`src/rtl/pio_pkg.sv`:
```
`default_nettype none
// ============================================================================
// Module      : pio_pkg
// Description : Shared PIO definitions: sequencer state encoding, default
//               divider/delay widths and the instruction delay/side-set
//               field layout used by both sequencer and decoder.
// Revision    : 1.0 - initial release
// ============================================================================
package pio_pkg;

  // Default widths for the fractional clock divider and delay counter.
  localparam int DEF_DIV_INT_W  = 16;
  localparam int DEF_DIV_FRAC_W = 8;
  localparam int DEF_DELAY_W    = 5;

  // The delay/side-set field occupies instruction bits [12:8]. Side-set bits
  // are taken from the MSB end; whatever remains below them is delay.
  localparam int INSTR_DS_LSB = 8;
  localparam int INSTR_DS_W   = 5;

  // Sequencer state encoding.
  typedef enum logic [1:0] {
    SM_IDLE  = 2'd0,
    SM_RUN   = 2'd1,
    SM_DELAY = 2'd2
  } sm_state_e;

  // Extract the delay portion of the delay/side-set field, given how many
  // of its bits are claimed by side-set (including the optional enable bit).
  function automatic logic [INSTR_DS_W-1:0] ds_delay(
    input logic [15:0] instr,
    input logic [2:0]  ss_bits
  );
    logic [INSTR_DS_W-1:0] field;
    logic [5:0]            mask;
    field = instr[INSTR_DS_LSB +: INSTR_DS_W];
    mask  = 6'd0;
    if (ss_bits < 3'd5) begin
      mask = (6'd1 << (3'd5 - ss_bits)) - 6'd1;
    end
    return field & mask[INSTR_DS_W-1:0];
  endfunction

endpackage
`default_nettype wire

```
`src/rtl/pio_clkdiv.sv`:
```
`default_nettype none
// ============================================================================
// Module      : pio_clkdiv
// Description : Fractional clock divider. Adds one unit per enabled cycle
//               to an accumulator and emits a registered tick whenever the
//               accumulator reaches the divisor {div_int, div_frac}.
// Revision    : 1.0 - initial release
// ============================================================================
module pio_clkdiv
  import pio_pkg::*;
#(
  parameter int DIV_INT_W  = DEF_DIV_INT_W,
  parameter int DIV_FRAC_W = DEF_DIV_FRAC_W
) (
  input  logic                  clk,
  input  logic                  reset,
  input  logic                  en,
  input  logic                  restart,
  input  logic [DIV_INT_W-1:0]  div_int,
  input  logic [DIV_FRAC_W-1:0] div_frac,
  output logic                  penable
);

  // One extra bit so that acc + one unit never overflows even at the
  // largest divisor.
  localparam int ACC_W = DIV_INT_W + DIV_FRAC_W + 1;

  // One whole cycle expressed in fractional units.
  localparam logic [ACC_W-1:0] ONE_STEP =
    {{(ACC_W-1){1'b0}}, 1'b1} << DIV_FRAC_W;

  // Divisor used when the integer part is zero (2^(int+frac) units).
  localparam logic [ACC_W-1:0] DIV_MAX =
    {{(ACC_W-1){1'b0}}, 1'b1} << (DIV_INT_W + DIV_FRAC_W);

  logic [ACC_W-1:0] acc_q, acc_d;
  logic             penable_q, penable_d;
  logic [ACC_W-1:0] divisor;
  logic [ACC_W-1:0] sum;

  // Effective divisor; a zero integer part selects the maximum divisor,
  // which also keeps sub-unity values from ever being programmed.
  always_comb begin
    divisor = {1'b0, div_int, div_frac};
    if (div_int == '0) begin
      divisor = DIV_MAX;
    end
  end

  // Accumulate one unit per enabled cycle; tick when the sum reaches the
  // divisor and carry the remainder so the long-run rate is exact.
  always_comb begin
    sum       = acc_q + ONE_STEP;
    acc_d     = acc_q;
    penable_d = 1'b0;
    if (restart) begin
      acc_d = '0;
    end else if (en) begin
      if (sum >= divisor) begin
        acc_d     = sum - divisor;
        penable_d = 1'b1;
      end else begin
        acc_d = sum;
      end
    end
  end

  // Accumulator and tick registers.
  always_ff @(posedge clk or posedge reset) begin
    if (reset) begin
      acc_q     <= '0;
      penable_q <= 1'b0;
    end else begin
      acc_q     <= acc_d;
      penable_q <= penable_d;
    end
  end

  assign penable = penable_q;

endmodule
`default_nettype wire

```
`src/rtl/pio_sm_sequencer.sv`:
```
`default_nettype none
// ============================================================================
// Module      : pio_sm_sequencer
// Description : Per-state-machine execution sequencer. Generates the divided
//               execute tick, tracks instruction delay cycles and stalls,
//               and grants forced (EXEC) instruction injection. Drives the
//               program counter's penable, stalled and imm inputs.
// Revision    : 1.0 - initial release
// ============================================================================
module pio_sm_sequencer
  import pio_pkg::*;
#(
  parameter int DIV_INT_W  = DEF_DIV_INT_W,
  parameter int DIV_FRAC_W = DEF_DIV_FRAC_W,
  parameter int DELAY_W    = DEF_DELAY_W
) (
  input  logic                  clk,
  input  logic                  reset,
  input  logic                  en,
  input  logic                  restart,
  input  logic [DIV_INT_W-1:0]  div_int,
  input  logic [DIV_FRAC_W-1:0] div_frac,
  input  logic                  instr_stall,
  input  logic [DELAY_W-1:0]    delay,
  input  logic                  exec_req,
  output logic                  exec_ack,
  output logic                  penable,
  output logic                  stalled,
  output logic                  imm,
  output logic                  delay_active
);

  localparam logic [DELAY_W-1:0] DCNT_ONE = {{(DELAY_W-1){1'b0}}, 1'b1};

  sm_state_e          state_q, state_d;
  logic [DELAY_W-1:0] dcnt_q, dcnt_d;
  logic               tick;
  logic               grant;
  logic               completion;

  pio_clkdiv #(
    .DIV_INT_W  (DIV_INT_W),
    .DIV_FRAC_W (DIV_FRAC_W)
  ) u_clkdiv (
    .clk      (clk),
    .reset    (reset),
    .en       (en),
    .restart  (restart),
    .div_int  (div_int),
    .div_frac (div_frac),
    .penable  (tick)
  );

  // A forced instruction is only accepted while running; it is single-cycle
  // and steals any coincident tick from the program instruction.
  assign grant      = exec_req & en & (state_q == SM_RUN);
  assign completion = (state_q == SM_RUN) & tick & ~instr_stall & ~grant;

  // Next-state, delay counter and PC-facing outputs.
  always_comb begin
    state_d      = state_q;
    dcnt_d       = dcnt_q;
    exec_ack     = grant;
    imm          = grant;
    delay_active = (state_q == SM_DELAY);
    stalled      = (state_q == SM_IDLE) | (state_q == SM_DELAY) |
                   ((state_q == SM_RUN) & instr_stall);

    if (restart) begin
      dcnt_d  = '0;
      state_d = en ? SM_RUN : SM_IDLE;
    end else if (!en) begin
      dcnt_d  = '0;
      state_d = SM_IDLE;
    end else begin
      case (state_q)
        SM_IDLE: begin
          state_d = SM_RUN;
        end
        SM_RUN: begin
          // Forced and program instructions share the same delay handling.
          if ((grant || completion) && (delay != '0)) begin
            dcnt_d  = delay;
            state_d = SM_DELAY;
          end
        end
        SM_DELAY: begin
          // The tick that finds dcnt at 1 is the last delay tick.
          if (tick) begin
            if (dcnt_q == DCNT_ONE) begin
              dcnt_d  = '0;
              state_d = SM_RUN;
            end else begin
              dcnt_d = dcnt_q - DCNT_ONE;
            end
          end
        end
        default: begin
          dcnt_d  = '0;
          state_d = SM_IDLE;
        end
      endcase
    end
  end

  // State and delay counter registers.
  always_ff @(posedge clk or posedge reset) begin
    if (reset) begin
      state_q <= SM_IDLE;
      dcnt_q  <= '0;
    end else begin
      state_q <= state_d;
      dcnt_q  <= dcnt_d;
    end
  end

  assign penable = tick;

endmodule
`default_nettype wire

```
`config.mk`:
```
export PLATFORM = sky130hd
export DESIGN_NAME = pio_sm_sequencer
export DESIGN_NICKNAME = d
export VERILOG_FILES = /design/src/rtl/pio_pkg.sv /design/src/rtl/pio_clkdiv.sv /design/src/rtl/pio_sm_sequencer.sv
export SDC_FILE = /design/constraint.sdc
export NUM_CORES = 1
export LEC_CHECK = 0
export CORE_ASPECT_RATIO = 1.1
export CORE_MARGIN = 3
export CORE_UTILIZATION = 35
export CTS_BUF_LIST = sky130_fd_sc_hd__clkbuf_8
export CTS_CLUSTER_DIAMETER = 150
export DETAILED_ROUTE_END_ITERATION = 16
export PLACE_DENSITY_LB_ADDON = 0.1
export SLEW_MARGIN = 30
export SYNTH_ARGS = -nofsm -noshare
export SYNTH_HDL_FRONTEND = slang
export SYNTH_HIERARCHICAL = 1
export SYNTH_SLANG_ARGS = --single-unit
```
`constraint.sdc`:
```
create_clock -name clk -period 3 [get_ports clk]
set_input_delay 0.45 -clock clk [delete_from_list [all_inputs] [get_ports clk]]
set_output_delay 0.45 -clock clk [all_outputs]
set_load 0.02 [all_outputs]
```
; ---- Word level (Yosys, flattened, before mapping)
; Index checks and enable logic that the tools add are counted.
[totals]
reg_bits = 33
output_inout_bits = 5
[classes]
addsub = 3
magnitude_cmp = 1
n_eq_ne = 7
n_mux = 20
n_bitwise = 10
reduce_logical = 8
[op_table]
columns = cell, count
row1 = 2-to-1 mux 25 bit, 4
row2 = adder 25 x 9 -> 25 bit (second input constant), 1
row3 = greater-or-equal comparator 25 bit, 1
row4 = 2-to-1 mux 5 bit, 5
row5 = subtractor 25 bit, 1
row6 = zero test 16 bit, 1
row7 = case mux 5 bit (3 select lines), 1
row8 = != test 4 x 3 -> 1 bit (second input constant), 3
row9 = 2-to-1 mux 2 bit, 5
row10 = bitwise AND 1 bit, 6
row11 = case mux 2 bit (3 select lines), 1
row12 = AND reduction 3 bit, 2
row13 = equality test 5 x 1 -> 1 bit (second input constant), 1
row14 = nonzero test 5 bit, 1
row15 = subtractor 5 x 1 -> 5 bit (second input constant), 1
row16 = 2-to-1 mux 1 bit, 4
row17 = != test 3 bit (second input constant), 1
row18 = equality test 2 x 1 -> 1 bit (second input constant), 1
row19 = equality test 2 bit (second input constant), 1
row20 = zero test 2 bit, 1
row21 = NOT 1 bit, 2
row22 = OR 1 bit, 2
row23 = nonzero test 2 bit, 1
row24 = logical AND 1 bit, 1
row25 = logical OR 1 bit, 1

; ---- Depth between registers and ports, before layout
; Gate-level depths: netlist (run 1).
[logic_depth]
depth_word = 10
depth_mapped = 16
mapped_depth_nobuf = 16

; ---- By module
; The synthesis (run 1) kept the hierarchy.
[modules_own_cells]
columns = module, instances, cells_each, area_per_inst_um2, seq_area_each_um2
row1 = pio_clkdiv, 1, 385, 3019.1, 650.6
row2 = pio_sm_sequencer, 1, 70, 616.8, 175.2

; ---- Least setup slack after synthesis (run 1)
; OpenSTA, ideal clock, no wires.
[synth_path]
path_type = input to register
from = input div_int[1]
to = register u_clkdiv.acc_q[22]
t_arrival_ps = 3403
setup_slack_ps = -496
path_stages = 15
cell_sequence = nor4_1 > nand4_1 > and2_1 > ha_1 > inv_1 > fa_1 > a21o_1 > a211o_1 > a2111oi_4 > nor2_2 > a31o_4 > a41oi_2 > a21boi_1 > mux2_4 > a221oi_2
[synth_between]
elab_chain_len = 6
elab_cells_between_ends = 7
cone_classes = add/sub (1) / order compare (1) / mux (4) / reduce/logical (1)
[synth_lines]
columns = element, line
row1 = from (decl), pio_sm_sequencer.sv:21  ; input logic [DIV_INT_W-1:0] div_int,
row2 = zero test 16 bit, pio_clkdiv.sv:45  ; if (div_int == '0) begin
row3 = 2-to-1 mux 25 bit *, pio_clkdiv.sv:45
row4 = subtractor 25 bit or greater-or-equal comparator 25 bit (tied branches), "pio_clkdiv.sv:60, pio_clkdiv.sv:59"
row5 = 2-to-1 mux 25 bit *, pio_clkdiv.sv:59  ; if (sum >= divisor) begin
row6 = 2-to-1 mux 25 bit *, pio_clkdiv.sv:58  ; end else if (en) begin
row7 = 2-to-1 mux 25 bit *, pio_clkdiv.sv:56  ; if (restart) begin
row8 = to (signal assigned), pio_clkdiv.sv:71  ; acc_q <= '0;
row9 = to (signal assigned), pio_clkdiv.sv:74  ; acc_q <= acc_d;
row10 = to (decl), pio_clkdiv.sv:36  ; logic [ACC_W-1:0] acc_q, acc_d;
; Mark *: on every way between the ends. The rest lies on a longest branch, timed or not. The select of a mux whose other input is x is not followed.
; A chain may end at the register's enable or synchronous reset.

; ---- Worst setup path in the final report (run 1)
[layout_path]
from = register u_clkdiv.acc_q[11]
to = register u_clkdiv.acc_q[18]
[layout_between]
elab_chain_len = 5
elab_cells_between_ends = 6
cone_classes = add/sub (2) / order compare (1) / mux (3)
[layout_lines]
columns = element, line
row1 = adder 25 x 9 -> 25 bit *, pio_clkdiv.sv:53  ; sum = acc_q + ONE_STEP;
row2 = subtractor 25 bit or greater-or-equal comparator 25 bit (tied branches), "pio_clkdiv.sv:60, pio_clkdiv.sv:59"
row3 = 2-to-1 mux 25 bit *, pio_clkdiv.sv:59
row4 = 2-to-1 mux 25 bit *, pio_clkdiv.sv:58
row5 = 2-to-1 mux 25 bit *, pio_clkdiv.sv:56
; Marks and branches as above.

==> impl_metrics.env, run 1 <==
export IMPL_clkSinkCount=33
export IMPL_ir_drop_v=0.000247
export IMPL_placementRows=38
export IMPL_yosysUniqueCellTypes=66
export IMPL_grt_first_pass_wirelength_um=18800
export IMPL_final_nets=678
export IMPL_yosys_register_bits=33
export IMPL_post_drt_wl_per_cell_um=15.7
export IMPL_max_slew_margin_rel=0.679
export IMPL_detailed_routing_iterations_pass_1=5
export IMPL_failing_checks="setup timing"
export IMPL_clk_transition_reported_paths_ns=0.08
export IMPL_crit_path_end_kind="flip-flop"
export IMPL_worst_pin_slew_ns=0.482
export IMPL_fin_worst_skew_ns=0.00535
export IMPL_critPathBufInv=1
export IMPL_most_used_cell_cp="and3_4"
export IMPL_route_detailed_drc=0
export IMPL_pwr_share_clk=0.174
export IMPL_dr_first_iter_drc_count=136
export IMPL_yosysSeqAreaShare=0.227
export IMPL_worstPathRequired_ns=3.17
export IMPL_max_freq_mhz=300
export IMPL_yosys_warnings=6
export IMPL_floorplan_die_width_um=103
export IMPL_postSynthAreaPerCell_um2=7.99
export IMPL_areaGrowthSynthToFinish_pct=57.4
export IMPL_net_count_after_synthesis=522
export IMPL_groute_usage_overall=0.199
export IMPL_die_height_um=113
export IMPL_post_synth_inst_count=455
export IMPL_postLayoutCoreUtil=0.573
export IMPL_crit_path_cell_trace="and3_4, and3_4, and3_4, and3_4, nand2_2, xnor2_2, ha_1, nand3_2, o22ai_2, o21a_1, a311oi_4, o211ai_4, buf_6, nand2_4, nor2_4, a211o_1"
export IMPL_post_cts_hold_buffer_count=0
export IMPL_post_route_worst_setup_slack_ns=-0.334
export IMPL_core_um2=9980
export IMPL_p_int_uw=1210
export IMPL_gr_total_overflow=0
export IMPL_syn_area_um2=3640
export IMPL_place_port_buffers=39
export IMPL_grt_antenna_before_repair=0
export IMPL_comb_power_share=0.566
export IMPL_unrepaired_setup_endpoints_after_global_routing="yes"
export IMPL_critical_path_s_largest_stage_delay_ns=0.35
export IMPL_first_global_vias=3983
export IMPL_power_static_leakage_uw=0.00270
export IMPL_power_density_nw_per_um2=343
export IMPL_diodes=0
export IMPL_sequentialPowerShare=0.260
export IMPL_total_vias_in_the_final_route=3844
export IMPL_detail_route_antenna_nets=0
export IMPL_totalWireLength_um=11500
export IMPL_crit_family="simple AND/OR/NAND/NOR gates"
export IMPL_die_ar_um2=11600
export IMPL_clock_insertion_delay_worst_skew_ns=0.28
export IMPL_path_max_fanout=7
export IMPL_hold_path_class="input pin to asynchronous set/reset pin"
export IMPL_crit_slowest_cell="dfrtp_1"
export IMPL_finalSetupViolations=26
export IMPL_yosys_most_used_dff="dfrtp_1"
export IMPL_net_switching_power_uw=757
export IMPL_clock_tree_buffer_depth=2
export IMPL_via_per_inst=5.25
export IMPL_postLayoutCellArea_um2=5720
export IMPL_finalHoldViolations=0
export IMPL_edff_count_synth=0
export IMPL_timing_setup_tns_ns=-6.68
export IMPL_cp_start_kind="flip-flop"
export IMPL_outcome="complete, but fails checks"
export IMPL_gpl_final_weighted_congestion=0.853
export IMPL_cap_viol_max_count=0
export IMPL_layout_cells_sized_above_1=0.400
export IMPL_asyncSetResetFlopFracSynth=1.00
export IMPL_placedCellCount=711
export IMPL_final_instance_count_excl_fill=732
export IMPL_post_route_min_period_ns=3.33
export IMPL_total_cts_buffers=5
export IMPL_power_switching_fraction=0.385
export IMPL_start_util=0.364
export IMPL_pin_count=40
export IMPL_final_max_slew_viol_count=0
export IMPL_finalCritPeriodShare=1.11
export IMPL_dp_hpwl_um=8780
export IMPL_grt_max_degree=34
export IMPL_clock_root_buffer_master="clkbuf_8"
export IMPL_post_dp_cell_area_um2=5050
export IMPL_cts_htree_levels=2
export IMPL_power_uw=1970
export IMPL_tritoncts="built"
export IMPL_arrival_ns=3.50
export IMPL_criticalPathCategory="flip-flop to flip-flop"
## cells by family (layout without fill, tap and decap cells)
kind of cell,Yosys count,count (layout),share of synthesized area
and+or+nand+nor,158,158,0.212
AOI/OAI and AO/OA,136,136,0.282
buffers and inverters,52,209,0.0564
xor gates and xnor gates,37,37,0.0891
DFF,33,33,0.227
adders and majority gates,32,32,0.112
muxes,7,7,0.0206
## registers in the layout (all words and copies together), names as in the netlist
register	count
dcnt_q	5
state_q	2
u_clkdiv/acc_q	25
u_clkdiv/penable	1
## through the flow
step,hold WS [ns],setup slack [ns]
floorplan,0.253,-0.326
global placement,0.491,-1.08
detailed placement,0.509,-1.13
CTS,0.434,-0.347
global route,0.467,-0.471
finish,0.422,-0.334
## power by group through the flow
stage	clock network [uW]	logic (uW)	registers, uW
after floorplan	0	585	515
after global placement	0	966	512
after detailed placement	0	974	514
after CTS	353	1050	509
after global routing	368	1210	517
final	342	1110	511
## per-layer routing
layer / global-route usage / part of all wire / up-vias
met5: 0 / 0 / -
met4: 0.0389 / 0.010 / 0
met3: 0.0247 / 0.021 / 8
met2: 0.357 / 0.53 / 43
met1: 0.255 / 0.44 / 1844
li1: - / - / 1949
## layout by cell type (no fill, tap or decap), drive strengths merged, types with 2 or more instances in the layout
| master | Yosys | layout |
|---|---|---|
| buf | 6 | 140 |
| nand2 | 58 | 58 |
| inv | 38 | 38 |
| dfrtp | 33 | 33 |
| a21oi | 33 | 33 |
| nor2 | 32 | 32 |
| ha | 31 | 31 |
| xnor2 | 26 | 26 |
| o21ai | 22 | 22 |
| clkdlybuf4s50 | 0 | 21 |
| a21o | 16 | 16 |
| nand3 | 14 | 14 |
| and3 | 13 | 13 |
| xor2 | 11 | 11 |
| a211oi | 8 | 8 |
| nand2b | 7 | 7 |
| o21a | 6 | 6 |
| a22o | 6 | 6 |
| mux2i | 6 | 6 |
| nor3 | 5 | 5 |
| a211o | 5 | 5 |
| clkbuf | 8 | 5 |
| and2 | 5 | 5 |
| nand4 | 5 | 5 |
| nor4 | 5 | 5 |
| nor3b | 4 | 4 |
| a221oi | 4 | 4 |
| o31ai | 4 | 4 |
| o31a | 3 | 3 |
| a22oi | 3 | 3 |
| nor2b | 3 | 3 |
| o211ai | 3 | 3 |
| a2111oi | 2 | 2 |
| clkinv | 0 | 2 |
| dlygate4sd2 | 0 | 2 |
| a31oi | 2 | 2 |
| o21bai | 2 | 2 |
| o22ai | 2 | 2 |
| a311oi | 2 | 2 |
## worst register-to-register path, stage by stage, from the launching register on
cell	delay [ns]
dfrtp_1	0.35
and3_4	0.18
and3_4	0.19
and3_4	0.20
and3_4	0.22
nand2_2	0.08
xnor2_2	0.15
ha_1	0.32
nand3_2	0.13
o22ai_2	0.10
o21a_1	0.20
a311oi_4	0.31
o211ai_4	0.20
buf_6	0.17
nand2_4	0.08
nor2_4	0.05
a211o_1	0.30
## repair_timing
action | 4_1_cts | 5_1_grt
gates resized for setup | 156 | 37
buffers inserted | 9 | 4
pin swaps | 39 | 16
endpoints found under the setup margin | 26 | 26
## path summary, 6_finish.rpt
check	endpoint	slack (ns)	startpoint	cells after the start
max in group asynchronous	u_clkdiv/acc_q[14]	2.16	reset	3
setup reg to reg	u_clkdiv/acc_q[18]	-0.33	u_clkdiv/acc_q[11]	16
min in group clk	u_clkdiv/acc_q[0]	0.52	u_clkdiv/acc_q[0]	2
hold reg to reg	u_clkdiv/acc_q[0]	0.52	u_clkdiv/acc_q[0]	2
setup / recovery	u_clkdiv/acc_q[18]	-0.33	u_clkdiv/acc_q[11]	16
hold / removal	dcnt_q[0]	0.42	reset	2
## cell type report
cell class                      instances  area (um^2)
Clock buffer                            5         68.8
Clock inverter                          3         17.5
Fill cell                             931         4260
Inverter                               38          143
Multi-Input combinational cell        370         3120
Sequential cell                        33          826
Tap cell                              120          150
Timing Repair Buffer                  163         1400
## synthesized netlist by cell type, drive strengths merged, types with 7 or more instances
cell type	n	area, um^2
nand2	58	218
inv	38	143
a21oi	33	169
dfrtp	33	826
nor2	32	123
ha	31	388
xnor2	26	228
o21ai	22	121
a21o	16	120
nand3	14	70.1
and3	13	86.3
xor2	11	96.3
a211oi	8	60.1
clkbuf	8	30.0
nand2b	7	43.8
No activity file was read; power rests on OpenSTA's default activity.
==> inputs of run 2 (changes only) <==
--- a/config.mk
+++ b/config.mk
@@ -10,6 +10,7 @@
 export CORE_UTILIZATION = 35
 export CTS_BUF_LIST = sky130_fd_sc_hd__clkbuf_8
 export CTS_CLUSTER_DIAMETER = 150
+export CTS_CLUSTER_SIZE = 28
 export DETAILED_ROUTE_END_ITERATION = 16
 export PLACE_DENSITY_LB_ADDON = 0.1
 export SLEW_MARGIN = 30
==> results of run 2 <==
No change in the layout: final DEF, timing and power equal those of run 1.
==> inputs of run 3 (changes only) <==
--- a/config.mk
+++ b/config.mk
@@ -12,7 +12,7 @@
 export CTS_CLUSTER_DIAMETER = 150
 export CTS_CLUSTER_SIZE = 28
 export DETAILED_ROUTE_END_ITERATION = 16
-export PLACE_DENSITY_LB_ADDON = 0.1
+export PLACE_DENSITY_LB_ADDON = 0.25
 export SLEW_MARGIN = 30
 export SYNTH_ARGS = -nofsm -noshare
 export SYNTH_HDL_FRONTEND = slang
==> constraint.sdc (replaced) <==
create_clock -name clk -period 4.1 [get_ports clk]
set_input_delay 0.615 -clock clk [delete_from_list [all_inputs] [get_ports clk]]
set_output_delay 0.615 -clock clk [all_outputs]
set_load 0.02 [all_outputs]
==> run 3 against run 2 <==
The run now ends clean. Die area unchanged. Non-clock buffer count down 77. Critical path depth increased by 1. Flip-flop and latch count is the same.
==> impl_metrics.env, run 3 (synthesis results as in run 1) <==
export IMPL_outcome="finished clean"
export IMPL_biggestRegsByFlops="u_clkdiv/acc_q x25, dcnt_q x5, state_q x2"
export IMPL_floorplan_die_width_um=103
export IMPL_clock_tree_buffer_depth=2
export IMPL_clock_root_buffer_master="clkbuf_8"
export IMPL_core_um2=9980
export IMPL_place_port_buffers=39
export IMPL_power_static_leakage_uw=0.00233
export IMPL_largest_register_ff_count=25
export IMPL_grt_antenna_before_repair=0
export IMPL_register_ranked_first_by_flip_flop_count="u_clkdiv/acc_q"
export IMPL_first_global_vias=3505
export IMPL_endpoint="u_clkdiv/acc_q[22]"
export IMPL_finalCritPeriodShare=0.959
export IMPL_final_cell_mix="nand2_1, buf_4, inv_1"
export IMPL_power_density_nw_per_um2=292
export IMPL_crit_path_end_kind="flip-flop"
export IMPL_post_drt_wl_per_cell_um=15.1
export IMPL_detail_route_antenna_nets=0
export IMPL_total_cts_buffers=5
export IMPL_multiInputGateArea_um2=2690
export IMPL_post_route_min_period_ns=3.93
export IMPL_finalSetupViolations=0
export IMPL_totalWireLength_um=9860
export IMPL_post_route_worst_setup_slack_ns=0.167
export IMPL_tritoncts="built"
export IMPL_start_util=0.364
export IMPL_worstPathRequired_ns=4.30
export IMPL_gpl_final_weighted_congestion=0.840
export IMPL_pin_count=40
export IMPL_area_sequential_um2=826
export IMPL_criticalPathCategory="input pin to flip-flop"
export IMPL_clk_transition_reported_paths_ns=0.07
export IMPL_grt_max_degree=37
export IMPL_reg2reg_slack_ns=0.22
export IMPL_post_cts_hold_buffer_count=0
export IMPL_max_freq_mhz=254
export IMPL_via_per_inst=5.39
export IMPL_layout_cells_sized_above_1=0.157
export IMPL_timing_setup_tns_ns=0
export IMPL_dp_hpwl_um=7670
export IMPL_total_vias_in_the_final_route=3530
export IMPL_cts_htree_levels=2
export IMPL_path_max_fanout=7
export IMPL_final_common_cell="nand2_1"
export IMPL_arrival_ns=4.13
export IMPL_cp_start_kind="input pin"
export IMPL_dr_first_iter_drc_count=214
export IMPL_hold_path_class="flip-flop to flip-flop"
export IMPL_worst_pin_slew_ns=0.562
export IMPL_clkSinkCount=33
export IMPL_post_place_ws_ns=-0.466
export IMPL_areaGrowthSynthToFinish_pct=30.6
export IMPL_finalHoldViolations=0
export IMPL_clock_insertion_delay_worst_skew_ns=0.29
export IMPL_die_ar_um2=11600
export IMPL_final_max_slew_viol_count=0
export IMPL_setup_worst_path_start="div_int[4]"
export IMPL_reg_to_reg_start="u_clkdiv/acc_q[10]"
export IMPL_reg2reg_depth=17
export IMPL_grt_first_pass_wirelength_um=16400
export IMPL_fin_worst_skew_ns=0.00813
export IMPL_r2r_end="u_clkdiv/acc_q[15]"
export IMPL_placementRows=38
export IMPL_ir_drop_v=0.000113
export IMPL_cap_viol_max_count=0
export IMPL_gr_total_overflow=0
export IMPL_max_slew_margin_rel=0.625
export IMPL_final_nets=601
export IMPL_groute_usage_overall=0.174
export IMPL_diodes=0
export IMPL_die_height_um=113
export IMPL_detailed_routing_iterations_pass_1=4
export IMPL_final_fill_count=975
export IMPL_unrepaired_setup_endpoints_after_global_routing="no"
export IMPL_route_detailed_drc=0
==> run 3: worst min path at each step <==
stage,from,end,slack [ns],cells past startpoint
final,u_clkdiv/acc_q[24],u_clkdiv/acc_q[24],0.52,2
after global routing,u_clkdiv/acc_q[6],u_clkdiv/acc_q[6],0.55,2
after CTS,u_clkdiv/acc_q[24],u_clkdiv/acc_q[24],0.52,2
after detailed placement,u_clkdiv/acc_q[24],u_clkdiv/acc_q[24],0.50,2
after global placement,u_clkdiv/acc_q[24],u_clkdiv/acc_q[24],0.49,2
after floorplan,reset,dcnt_q[0],0.42,1
==> run 3: critical path, stage by stage <==
cell and delay (ns):
clkdlybuf4s50_1 0.48, nor4_1 0.06, nand4_1 0.10, buf_6 0.15, and2_1 0.14, ha_2 0.17
inv_1 0.05, fa_2 0.33, a21o_1 0.20, a211o_1 0.30, a2111oi_4 0.39, nor2_2 0.10
a31o_4 0.26, a41oi_2 0.17, a21boi_1 0.10, mux2_4 0.31, a221oi_2 0.21
==> run 3: per-layer routing <==
layer | GRT usage | routed length, um | vias to the layer above
li1 | - | - | 1796
met1 | 0.239 | 4570 | 1648
met2 | 0.282 | 4670 | 76
met3 | 0.0284 | 442 | 10
met4 | 0.0449 | 172 | 0
met5 | 0 | 0 | -
==> run 3: final cells by class <==
type	count	share of cell area
timing repair buffer	86	0.170
sequential	33	0.174
clock inverter	3	0.0137
clock buffer	5	0.0145
tap	120	0.0316
multi-input combinational	370	0.566
inverter	38	0.0300
==> run 3: per-stage QoR <==
step                      instances  instance area, um^2   util  hold slack, ns  total power (uW)
final                           655                 4750  0.475           0.519              1390
after global routing            655                 4750  0.475           0.555              1480
after CTS                       649                 4580  0.458           0.520              1360
after detailed placement        640                 4430  0.443           0.504               983
after global placement          640                 4430  0.443           0.488               978
after floorplan                 455                 3640      -           0.418               786
==> run 3: report_power, final <==
group          leakage [uW]  switching [uW]  internal (uW)
Sequential         0.000450            25.4            351
Combinational       0.00181             336            305
Clock             0.0000681             128            242
==> run 3: timing repair <==
action                                  CTS  global route
resized for setup                         2            26
endpoints found under the setup margin   16            19
setup buffers                             1             5
gates cloned                              0             1
pin swaps                                 1            12
